==> config.mk <==
export PLATFORM = sky130hd
export DESIGN_NAME = param_regbank_nch
export DESIGN_NICKNAME = d
export VERILOG_FILES = /design/src/rtl/param_regbank_nch.sv
export SDC_FILE = /design/constraint.sdc
export NUM_CORES = 1
export LEC_CHECK = 0
export CORE_ASPECT_RATIO = 0.75
export CORE_MARGIN = 1
export CORE_UTILIZATION = 37
export DETAILED_ROUTE_END_ITERATION = 10
export GPL_TIMING_DRIVEN = 0
export PLACE_DENSITY_LB_ADDON = 0.2
export SYNTH_ARGS = -nofsm -noshare
export SYNTH_HDL_FRONTEND = slang
export SYNTH_SLANG_ARGS = --single-unit
==> constraint.sdc <==
create_clock -name clk -period 5.65 [get_ports clk]
set_input_delay 0.8475 -clock clk [delete_from_list [all_inputs] [get_ports clk]]
set_output_delay 0.8475 -clock clk [all_outputs]
set_load 0.02 [all_outputs]
==> src/rtl/param_regbank_nch.sv <==
// Per-channel DDS parameter bank: a host (id, value) write stream fills shadow sets,
// and commit or auto-commit copies them into the active sets that drive the channel cores.
module param_regbank_nch #(
  parameter int unsigned NUM_CH       = 2,
  parameter logic [31:0] FREQ_DEFAULT = 32'd343597
) (
  input  logic                   clk,
  input  logic                   rst_n,
  input  logic                   wr_en,
  input  logic [7:0]             wr_id,
  input  logic [31:0]            wr_value,
  input  logic                   rd_en,
  input  logic [7:0]             rd_id,
  output logic                   rd_valid,
  output logic [31:0]            rd_data,
  output logic [32*NUM_CH-1:0]   freq,
  output logic [14*NUM_CH-1:0]   phase,
  output logic [5*NUM_CH-1:0]    amp,
  output logic [3*NUM_CH-1:0]    wave,
  output logic [14*NUM_CH-1:0]   bias,
  output logic [NUM_CH-1:0]      upd,
  output logic                   err
);

  localparam int unsigned SEL_W = (NUM_CH > 1) ? $clog2(NUM_CH) : 1;

  localparam logic [7:0] ID_FREQ   = 8'h01;
  localparam logic [7:0] ID_PHASE  = 8'h02;
  localparam logic [7:0] ID_WAVE   = 8'h03;
  localparam logic [7:0] ID_AMP    = 8'h04;
  localparam logic [7:0] ID_SEL    = 8'h05;
  localparam logic [7:0] ID_BIAS   = 8'h07;
  localparam logic [7:0] ID_COMMIT = 8'h0B;
  localparam logic [7:0] ID_AUTO   = 8'h0C;
  localparam logic [7:0] ID_ERRCLR = 8'h0F;

  logic [31:0]       r_sh_freq   [NUM_CH];
  logic [13:0]       r_sh_phase  [NUM_CH];
  logic [2:0]        r_sh_wave   [NUM_CH];
  logic [4:0]        r_sh_amp    [NUM_CH];
  logic [13:0]       r_sh_bias   [NUM_CH];
  logic [31:0]       r_act_freq  [NUM_CH];
  logic [13:0]       r_act_phase [NUM_CH];
  logic [2:0]        r_act_wave  [NUM_CH];
  logic [4:0]        r_act_amp   [NUM_CH];
  logic [13:0]       r_act_bias  [NUM_CH];

  logic [SEL_W-1:0]  r_sel;
  logic              r_auto;
  logic              r_err;
  logic [NUM_CH-1:0] r_upd;
  logic              r_rd_valid;
  logic [31:0]       r_rd_data;

  logic              w_fld_wr;
  logic              w_sel_wr;
  logic              w_sel_bad;
  logic              w_cmt_wr;
  logic              w_auto_wr;
  logic              w_clr_wr;
  logic              w_bad_id;
  logic [NUM_CH-1:0] w_tgt;
  logic [NUM_CH-1:0] w_cmt_mask;
  logic [NUM_CH-1:0] w_upd_nxt;
  logic [31:0]       w_sel_freq;
  logic [13:0]       w_sel_phase;
  logic [2:0]        w_sel_wave;
  logic [4:0]        w_sel_amp;
  logic [13:0]       w_sel_bias;
  logic [31:0]       w_rd_mux;

  // Classify the incoming write by parameter ID.
  always_comb begin
    w_fld_wr  = 1'b0;
    w_sel_wr  = 1'b0;
    w_cmt_wr  = 1'b0;
    w_auto_wr = 1'b0;
    w_clr_wr  = 1'b0;
    w_bad_id  = 1'b0;
    if (wr_en) begin
      case (wr_id)
        ID_FREQ, ID_PHASE, ID_WAVE, ID_AMP, ID_BIAS: w_fld_wr = 1'b1;
        ID_SEL:    w_sel_wr  = 1'b1;
        ID_COMMIT: w_cmt_wr  = 1'b1;
        ID_AUTO:   w_auto_wr = 1'b1;
        ID_ERRCLR: w_clr_wr  = 1'b1;
        default:   w_bad_id  = 1'b1;
      endcase
    end else begin
      w_bad_id = 1'b0;
    end
  end

  assign w_sel_bad = w_sel_wr && (wr_value >= 32'(NUM_CH));

  // Per-channel write target, commit mask and update pulses for the next cycle.
  always_comb begin
    w_tgt      = '0;
    w_cmt_mask = '0;
    for (int i = 0; i < NUM_CH; i++) begin
      if (w_fld_wr && (r_sel == SEL_W'(i))) begin
        w_tgt[i] = 1'b1;
      end else begin
        w_tgt[i] = 1'b0;
      end
      if (w_cmt_wr) begin
        w_cmt_mask[i] = wr_value[i];
      end else begin
        w_cmt_mask[i] = 1'b0;
      end
    end
    if (r_auto) begin
      w_upd_nxt = w_cmt_mask | w_tgt;
    end else begin
      w_upd_nxt = w_cmt_mask;
    end
  end

  // Shadow and active register sets; a commit copies the whole shadow set atomically.
  always_ff @(posedge clk) begin
    for (int i = 0; i < NUM_CH; i++) begin
      if (!rst_n) begin
        r_sh_freq[i]   <= FREQ_DEFAULT;
        r_sh_phase[i]  <= 14'd0;
        r_sh_wave[i]   <= 3'd0;
        r_sh_amp[i]    <= 5'd0;
        r_sh_bias[i]   <= 14'd0;
        r_act_freq[i]  <= FREQ_DEFAULT;
        r_act_phase[i] <= 14'd0;
        r_act_wave[i]  <= 3'd0;
        r_act_amp[i]   <= 5'd0;
        r_act_bias[i]  <= 14'd0;
      end else begin
        if (w_tgt[i]) begin
          case (wr_id)
            ID_FREQ:  r_sh_freq[i]  <= wr_value;
            ID_PHASE: r_sh_phase[i] <= wr_value[13:0];
            ID_WAVE:  r_sh_wave[i]  <= wr_value[2:0];
            ID_AMP:   r_sh_amp[i]   <= wr_value[4:0];
            ID_BIAS:  r_sh_bias[i]  <= wr_value[13:0];
            default:  r_sh_freq[i]  <= r_sh_freq[i];
          endcase
        end
        if (w_cmt_mask[i]) begin
          r_act_freq[i]  <= r_sh_freq[i];
          r_act_phase[i] <= r_sh_phase[i];
          r_act_wave[i]  <= r_sh_wave[i];
          r_act_amp[i]   <= r_sh_amp[i];
          r_act_bias[i]  <= r_sh_bias[i];
        end else if (w_tgt[i] && r_auto) begin
          case (wr_id)
            ID_FREQ:  r_act_freq[i]  <= wr_value;
            ID_PHASE: r_act_phase[i] <= wr_value[13:0];
            ID_WAVE:  r_act_wave[i]  <= wr_value[2:0];
            ID_AMP:   r_act_amp[i]   <= wr_value[4:0];
            ID_BIAS:  r_act_bias[i]  <= wr_value[13:0];
            default:  r_act_freq[i]  <= r_act_freq[i];
          endcase
        end
      end
    end
  end

  // Channel select, auto-commit mode, sticky error and update pulses.
  always_ff @(posedge clk) begin
    if (!rst_n) begin
      r_sel  <= '0;
      r_auto <= 1'b0;
      r_err  <= 1'b0;
      r_upd  <= '0;
    end else begin
      r_upd <= w_upd_nxt;
      if (w_sel_wr && !w_sel_bad) begin
        r_sel <= wr_value[SEL_W-1:0];
      end
      if (w_auto_wr) begin
        r_auto <= wr_value[0];
      end
      if (w_clr_wr) begin
        r_err <= 1'b0;
      end else if (w_sel_bad || w_bad_id) begin
        r_err <= 1'b1;
      end
    end
  end

  // Shadow fields of the selected channel, as seen by readback.
  always_comb begin
    w_sel_freq  = 32'd0;
    w_sel_phase = 14'd0;
    w_sel_wave  = 3'd0;
    w_sel_amp   = 5'd0;
    w_sel_bias  = 14'd0;
    for (int i = 0; i < NUM_CH; i++) begin
      if (r_sel == SEL_W'(i)) begin
        w_sel_freq  = r_sh_freq[i];
        w_sel_phase = r_sh_phase[i];
        w_sel_wave  = r_sh_wave[i];
        w_sel_amp   = r_sh_amp[i];
        w_sel_bias  = r_sh_bias[i];
      end else begin
        w_sel_freq = w_sel_freq;
      end
    end
  end

  // Readback mux works on pre-write state, so a same-cycle write is not visible.
  always_comb begin
    w_rd_mux = 32'd0;
    case (rd_id)
      ID_FREQ:   w_rd_mux = w_sel_freq;
      ID_PHASE:  w_rd_mux = {18'd0, w_sel_phase};
      ID_WAVE:   w_rd_mux = {29'd0, w_sel_wave};
      ID_AMP:    w_rd_mux = {27'd0, w_sel_amp};
      ID_BIAS:   w_rd_mux = {18'd0, w_sel_bias};
      ID_SEL:    w_rd_mux = 32'(r_sel);
      ID_AUTO:   w_rd_mux = {31'd0, r_auto};
      ID_ERRCLR: w_rd_mux = {31'd0, r_err};
      default:   w_rd_mux = 32'd0;
    endcase
  end

  // Readback response register: one valid cycle per request.
  always_ff @(posedge clk) begin
    if (!rst_n) begin
      r_rd_valid <= 1'b0;
      r_rd_data  <= 32'd0;
    end else begin
      r_rd_valid <= rd_en;
      if (rd_en) begin
        r_rd_data <= w_rd_mux;
      end else begin
        r_rd_data <= 32'd0;
      end
    end
  end

  for (genvar g = 0; g < NUM_CH; g++) begin : g_out
    assign freq[32*g +: 32]  = r_act_freq[g];
    assign phase[14*g +: 14] = r_act_phase[g];
    assign wave[3*g +: 3]    = r_act_wave[g];
    assign amp[5*g +: 5]     = r_act_amp[g];
    assign bias[14*g +: 14]  = r_act_bias[g];
  end

  assign upd      = r_upd;
  assign err      = r_err;
  assign rd_valid = r_rd_valid;
  assign rd_data  = r_rd_data;

endmodule

==> impl_results.md <==
- Iter 0 DRT Violations: 1487
- Placed wire-length estimate: 33000 um
- Post-layout min period: 4.44 ns
- Gr ovfl total: 0
- Non-Filler Instances: 1755
- Mux share of post-synthesis cell area: between 3 and 4%
- Post-Synthesis Cell Area: around 13000 um2
- Die footprint: 36700 um2
- Post-Synth XOR/XNOR Area: 0.0658%
- CTS tree: yes
- Cell Area, Placed: 16200 um2
- Clk pin slew, worst setup/hold paths: around 0.060 ns
- Die Span Y: 166 um
- Simple-gate share of the synthesized area: 12.0%
- Largest net degree at the start of global routing: 33
- Compound-cell area share of the yosys netlist: 13.2%
- Clk buf depth: 3
- VDD IR-drop max: 254 uV
- RSZ-0062 raised after global routing: false
- Post-Synth Adder-Cell Area: 0%
- Number of top-level pins: 224
- Post-CTS Hold Buffers: 0
- Vias/cell: 5.78
- Library cells used by synthesis: 65
- Fill cells: roughly 3100
- Kind of critical path: in2reg
- Initial antenna violation count: 2
- Worst Reg-to-Reg Cells: 4
- Critical Path RT: 5.82 ns
- DR WL/cell: 25.7 um
- Row cnt: 59
- Vias: approximately 10000
- Area growth syn-to-layout: 29.6%
- Reg2Reg Setup Slack: roughly 2.2 ns
- Core ar.: 35100 um2
- Slew margin rel.: 18.1%
- Sw frac: between 20% and 30%
- P_sw: 1.09 mW
- Leak pwr: 5.55 nW
- Clk pwr share: between 40 and 50%
- Slew @ Worst Pin: 1.23 ns
- Drt drc: 0
- Max frequency: 225 MHz
- Largest family of logic cells by synthesized area: compound AO/OA/AOI/OAI gates
- RR Endpoint: r_act_freq[0][22]
- H-tree Lvls: 1
- Syn_nets: ~1100
- Combinational share of power: 6.0%
- Critical Path Sink Type: register
- Clock skew: 0.0226 ns
- Initial core utilization: 38.0%
- Ys async rst share: 0%
- Global-route wire length before repair: 65300 um
- Overall routed net length: 45100 um
- Hold path endpoint: rd_data[21]
- Clock tree sinks: 310
- YS warnings: 0
- Hold path startpoint: r_sh_freq[0][21]
- Routability cong.: about 0.95
- Critical path arrival: ~4.6 ns
- Layout cells sized above 1: roughly a tenth
- Worst hold path stage count: 2
- Vias in the first global route: between 9000 and 10000
- CP Max Fanout: 32
- Post-CTS setup buffers: 0
- Tot GR Track Use: 24.1%
- Ranking of synthesized cells by area: edfxtp_1 61%, dfxtp_1 5.7%, a22o_1 4.7%
- Worst-Skew Late Latency: approximately 0.57 ns
- Worst Setup Start Kind: primary input
- Power per cell area: 292 nW/um2
- Max Slew Vio Count: 0
- Status: finished clean
- Reg2reg start: r_sel
- Final nets: roughly 1300
- Seq pwr share: 50.9%
- Die X: between 200 and 250 um
- Antenna cells: 0
- IO buf count: 216
- Setup violators final: 0
- Top FF cell, synth: edfxtp_1
- Syn Inst Count: a little over 1000
- CTS Root Cell: clkbuf_16
- Tcrit/Tclk final: about 79%
- Number of buffers created by CTS: 31
- Fin. Hold Viols: 0
- Mean post-synth cell area: around 13 um2
- Post-synth EDFFs: 272
- Largest area contributor in the netlist: edfxtp_1
- 1st-pass router iterations: 6
- FF+latch count, synth: 310
- Hold Crit Class: reg2reg
- Total placed cells including tap cells: 1698
- Max Cap Viol: 0
- Post-CTS Resized: 0
- Sequential fraction of the synthesis area: 67.1%
- Top cell type's share of synthesized area: roughly 61%
- Final ANT Viol Nets: 0
- Internal Power: 3.95 mW
- Final Instance Area: 17200 um2
## flip-flops by register name (all words and copies together), names as in the netlist, 10 cells and up
signal	flops
r_act_amp	10
r_act_bias	28
r_act_freq	64
r_act_phase	28
r_sh_amp	10
r_sh_bias	28
r_sh_freq	64
r_sh_phase	28
rd_data	32
## Yosys cell counts (all sizes together), types with 3 or more instances
master / n
edfxtp: 272
nor2: 107
a22o: 71
nand2: 67
clkbuf: 58
inv: 42
dfxtp: 38
or3: 33
o22ai: 31
buf: 30
mux2i: 28
and2: 26
a221oi: 22
nor3: 18
o21ai: 18
a21oi: 15
o2bb2ai: 15
mux2: 14
nor4: 13
o22a: 10
o32a: 10
nand3: 8
nand4: 8
or4: 7
and4: 5
a31o: 4
a21o: 3
and3: 3
nand2b: 3
nand3b: 3
nor2b: 3
## placed cells by master (no fill, tap or decap), types with 28 or more instances in the layout
cell	synthesis	routed
nand2_1	67	67
mux2i_1	28	28
dfxtp_1	38	38
clkbuf_16	0	31
clkdlybuf4s50_1	0	216
nor2_1	106	106
clkbuf_1	58	64
inv_1	42	42
o22ai_1	31	31
a22o_1	71	71
edfxtp_1	272	272
or3_1	33	33
## metal layers
layer / track usage (%) / wire [um] / vias up
met1: 35.5 / 19700 / 5012
met3: 5.01 / 4620 / 88
met5: 0 / 27 / -
met4: 6.32 / 1110 / 4
met2: 35.9 / 19600 / 619
li1: - / - / 4421
## power by group through the flow
| stage | Clock, mW | Combinational, mW | Sequential, mW |
|---|---|---|---|
| floorplan | 0 | 0.0917 | 2.65 |
| global placement | 0 | 0.287 | 2.62 |
| detailed placement | 0 | 0.299 | 2.62 |
| CTS | 2.20 | 0.300 | 2.57 |
| global route | 2.29 | 0.315 | 2.57 |
| finish | 2.18 | 0.300 | 2.57 |
## layout make-up
class	count	area [um2]	share of cell area (%)
Buffer	88	377	2.18
Inverter	42	158	0.914
Sequential cell	310	8930	51.8
Timing Repair Buffer	223	2260	13.1
Clock buffer	39	826	4.79
Clock inverter	17	236	1.37
Tap cell	457	572	3.31
Multi-Input combinational cell	579	3890	22.5
## worst max-delay path, cell delays in order
cell	delay, ns
clkdlybuf4s50_1	0.55
clkbuf_1	0.32
or3b_2	0.52
nor3_1	0.85
buf_2	0.45
a31o_2	1.02
## kinds of logic (layout without fill, tap and decap cells)
kind of cell | after synthesis | after routing
buf+inv | 130 | 409
compound gates | 220 | 220
flops | 310 | 310
simple gates | 314 | 314
xor+xnor | 1 | 1
mux | 44 | 44
## through the flow
stage / util [%] / power, mW / setup WS [ns] / setup TNS [ns] / hold slack, ns
after floorplan: - / 2.74 / 0.523 / 0 / 0.480
after global placement: 45.8 / 2.91 / -2.61 / -216.94 / 0.494
after detailed placement: 46.1 / 2.92 / 0.744 / 0 / 0.501
after CTS: 49.2 / 5.07 / 1.33 / 0 / 0.515
after global routing: 49.2 / 5.18 / 1.11 / 0 / 0.549
final: 49.2 / 5.05 / 1.21 / 0 / 0.518
## how the worst max path moves through the flow
stage,cells past startpoint,startpoint,endpoint
2_1_floorplan,7,wr_id[5],r_act_freq[1][0]
3_3_place_gp,8,wr_id[5],r_act_freq[1][9]
3_5_place_dp,6,wr_id[0],r_act_freq[0][7]
4_1_cts,6,wr_id[0],r_act_freq[0][23]
5_1_grt,6,wr_id[0],r_act_freq[0][15]
6_report,6,wr_id[0],r_act_freq[0][22]
(Power assumes the default switching activity.)
